## src/rtl/lcg_next.sv

```systemverilog
// One LCG step: y = (a*x + b) mod 2^W, built from the full 2W-bit product.
module lcg_next #(
  parameter int W = 4
) (
  input  logic [W-1:0] a,
  input  logic [W-1:0] b,
  input  logic [W-1:0] x,
  output logic [W-1:0] y
);

  logic [2*W-1:0] prod;
  logic           unused_prod_hi;

  assign prod           = {{W{1'b0}}, a} * {{W{1'b0}}, x};
  assign y              = prod[W-1:0] + b;
  assign unused_prod_hi = ^prod[2*W-1:W];

endmodule

```

## config.mk

```make
export PLATFORM = sky130hd
export DESIGN_NAME = lcg_next
export DESIGN_NICKNAME = d
export VERILOG_FILES = /design/src/rtl/lcg_next.sv
export SDC_FILE = /design/constraint.sdc
export NUM_CORES = 1
export LEC_CHECK = 0
export CAP_MARGIN = 5
export CORE_AREA = 2 2 39 41
export DETAILED_ROUTE_END_ITERATION = 6
export DIE_AREA = 0 0 41 43
export PLACE_DENSITY = 0.52
export SYNTH_ARGS = -nofsm -noshare
export SYNTH_HDL_FRONTEND = slang
export SYNTH_SLANG_ARGS = --single-unit
export TNS_END_PERCENT = 5
```

## constraint.sdc

```tcl
create_clock -name vclk -period 7
set_clock_uncertainty 0.05 [all_clocks]
set_input_delay 2.1 -clock vclk [all_inputs]
set_output_delay 2.1 -clock vclk [all_outputs]
set_load 0.03 [all_outputs]
```

Word level (Yosys, flattened, before mapping)
Cells that the tools add are included.

Flip-flop bits (word level): 0. Input port bits: 12. Output and inout port bits: 4. Logic and storage cells: 2.

$mul: 1. Add/sub/neg operators: 1.

Operators by type and width (count): $add A4 B4 Y4 (1); $mul A4 B4 Y4 (1).

Depth between registers and ports, before layout
Depth after elaboration: 2. Mapped depth: 8. Gate-level depth less buffers: 8.

Worst setup path after synthesis
OpenSTA, ideal clock, no wires.

Path type: input to output. Start point: input port x[2]. End point: output port y[3]. Slack: 0.040 ns. Data required time: 4.850 ns. Arrival time: 4.810 ns. Buffers on the path: 0. Stages: 8. Cells stage by stage: and2_1 ha_1 ha_1 fa_1 fa_1 xor2_1 xnor3_1 xnor3_1.

Cells in the longest elaborated chain, start to end: 2.

RTL lines: start: declaration (RTL line 7) `input logic [W-1:0] x,`; $mul A4 B4 Y4 (RTL line 14) `assign prod = {{W{1'b0}}, a} * {{W{1'b0}}, x};`; $add A4 B4 Y4 (RTL line 15) `assign y = prod[W-1:0] + b;`; end: declaration (RTL line 8) `output logic [W-1:0] y`.

Every way passes these cells.

Worst setup path in the final report
Start point: input port x[0]. End point: output port y[3].

Same word-level chain as after synthesis.

==> results.yml <==
synth:
  syn_nets: 44
  synth_compound_area_share_pct: 0
  synth_top_cell_area_share_pct: 30.3
  yosysTopAreaCell: "ha_1"
  synth_seq_area_share_pct: 0
  yosys.area_share.simple_pct: 21.2
  synth-xor-area-share_pct: 32.3
  synthMuxAreaShare_pct: 0
  synth_adder_area_share_pct: 46.5
  avgSynthCellArea_um2: 10.3
  netlist_area_um2: 248
  synth_area_leaders: "ha_1 30%, xnor3_1 18%, fa_1 16%"
  synth_warnings: 0
  ys_types: 7
  synth_top_family_by_area: "adder cells"
  syn_inst: 24
die:
  start_util_pct: 17.9
  std_cell_rows: 14
  dieArea_um2: 1760
  coreArea_um2: 1380
  die_h_um: 43
  io_pins: 16
  chipWidth_um: 41
timing:
  finalMaxSlewViolations: 0
  setup_viol: 0
  hold_viol_final: 0
  finalSetupTns_ns: 0
  fmax_mhz: 147
  worstMarginPinSlew_ns: 0.302
  setup_slack_ns: 0.175
  rsz0062_at_grt: "false"
  slew-limit-headroom_pct: 79.8
  post-route-period-util_pct: 97.5
  period_needed_ns: 6.82
global_routing:
  grt_use_total_pct: 6.34
  grt_overflow: 0
  grt_max_degree: 5
  first_global_vias: 232
  grt_pass1_wl_um: 834
  antenna_found_initial: 0
critical_path:
  crit_required_ns: 4.85
  critPathLaunch: "x[0]"
  crit_path_max_fanout: 3
  critPathLaunchType: "input port"
  endpoint_kind: "primary output"
  criticalPathCategory: "in2out"
  crit_arrival_ns: 4.67
run_status:
  status: "complete, no violations"
layout:
  num-clock-buffers: 0
  antennaDiodeCount: 0
  drive_above_1_share_pct: 19.5
  area_growth_pct: 91.4
  final_nets: 63
  seq_cells: 0
  fillers: 141
  regArea_um2: 0
placed_design:
  place_congestion: 0.650
  pre_cts_ws_ns: -0.501
  port_buffers: 16
  dp_hpwl_um: 425
run:
  drv_cap: 0
hold_path:
  min-delay-start: "x[2]"
  min_path_type: "in2out"
  hold_path_depth: 5
  hold-path-endpoint: "y[3]"
power:
  p_leak_uw: 0.000234
  pwr_density_cell_nw_per_um2: 124
  vdd_drop_max_uv: 72.8
drt:
  drt_iter0_drc: 1
  postRouteWirelength_um: 481
  detail-route-antenna-nets: 0
  drc: 0
  firstDrtPassIters: 4
  via_per_inst: 3.96
  wl_per_cell_um: 8.44
  dr_total_vias: 226
cts:
  cts_hold_buf: 0
  post-cts-setup-buffers: 0
## how the worst max path moves through the flow
stage | to | depth (start not counted)
final | y[3] | 10
after global routing | y[3] | 10
after CTS | y[3] | 10
after detailed placement | y[3] | 10
after global placement | y[3] | 10
after floorplan | y[3] | 8
## cell type report
class / count / area (um2) / area share [%]
Tap cell: 16 / 20.0 / 4.22
Multi-Input combinational cell: 24 / 285 / 60.2
Timing Repair Buffer: 17 / 169 / 35.6
## Yosys cell counts
cell,number
xnor3_1,2
and2_1,6
fa_1,2
nand2_1,4
xor2_1,2
xnor2_1,2
ha_1,6
## kinds of logic after synthesis
group / Yosys count
adder cells (fa/ha/maj): 8
XOR/XNOR: 6
AND/OR/NAND/NOR: 10
## stage by stage
stage          instances  total power (uW)  util [%]  hold slack (ns)  cell area [um2]
3_3_place_gp          57              56.3      31.1             5.02              430
3_5_place_dp          57              55.9      31.1             5.02              430
4_1_cts               57              57.3      31.9             4.98              442
5_1_grt               57              63.4      34.3             4.90              474
2_1_floorplan         24              37.6         -             4.42              248
6_report              57              58.8      34.3             4.84              474
## per-layer routing
layer  vias up  track usage [%]  routed length [um]
met3         0                0                  39
li1        113                -                   -
met1       103             8.12                 199
met4         0                0                   0
met2        10             11.9                 242
met5         -                0                   0
## critical path, stage by stage
cell and delay [ns]:
clkdlybuf4s50_1 0.43, and2_1 0.17, ha_1 0.29, ha_1 0.27, ha_1 0.22, fa_2 0.41
xor2_2 0.18, xnor3_1 0.23, xnor3_1 0.23, buf_6 0.13
## report_power, final
part | switching [uW] | internal, uW | total [uW]
clock | 0 | 0 | 0
sequential | 0 | 0 | 0
combinational | 27.8 | 31.0 | 58.8
total | 27.8 | 31.0 | 58.8
## layout by cell type (no fill, tap or decap), drive strengths merged
cell and n:
clkdlybuf4s50 10, buf 3, xnor2 2, nand2 4
dlygate4sd2 2, and2 6, xnor3 2, dlymetal6s2s 2
xor2 2, ha 6, fa 2
## timing repair
action	in CTS	in global routing
pin swaps	6	4
endpoints found under the setup margin	1	1
gates resized for setup	5	5
Note: power is estimated with default switching activity, not from simulation.
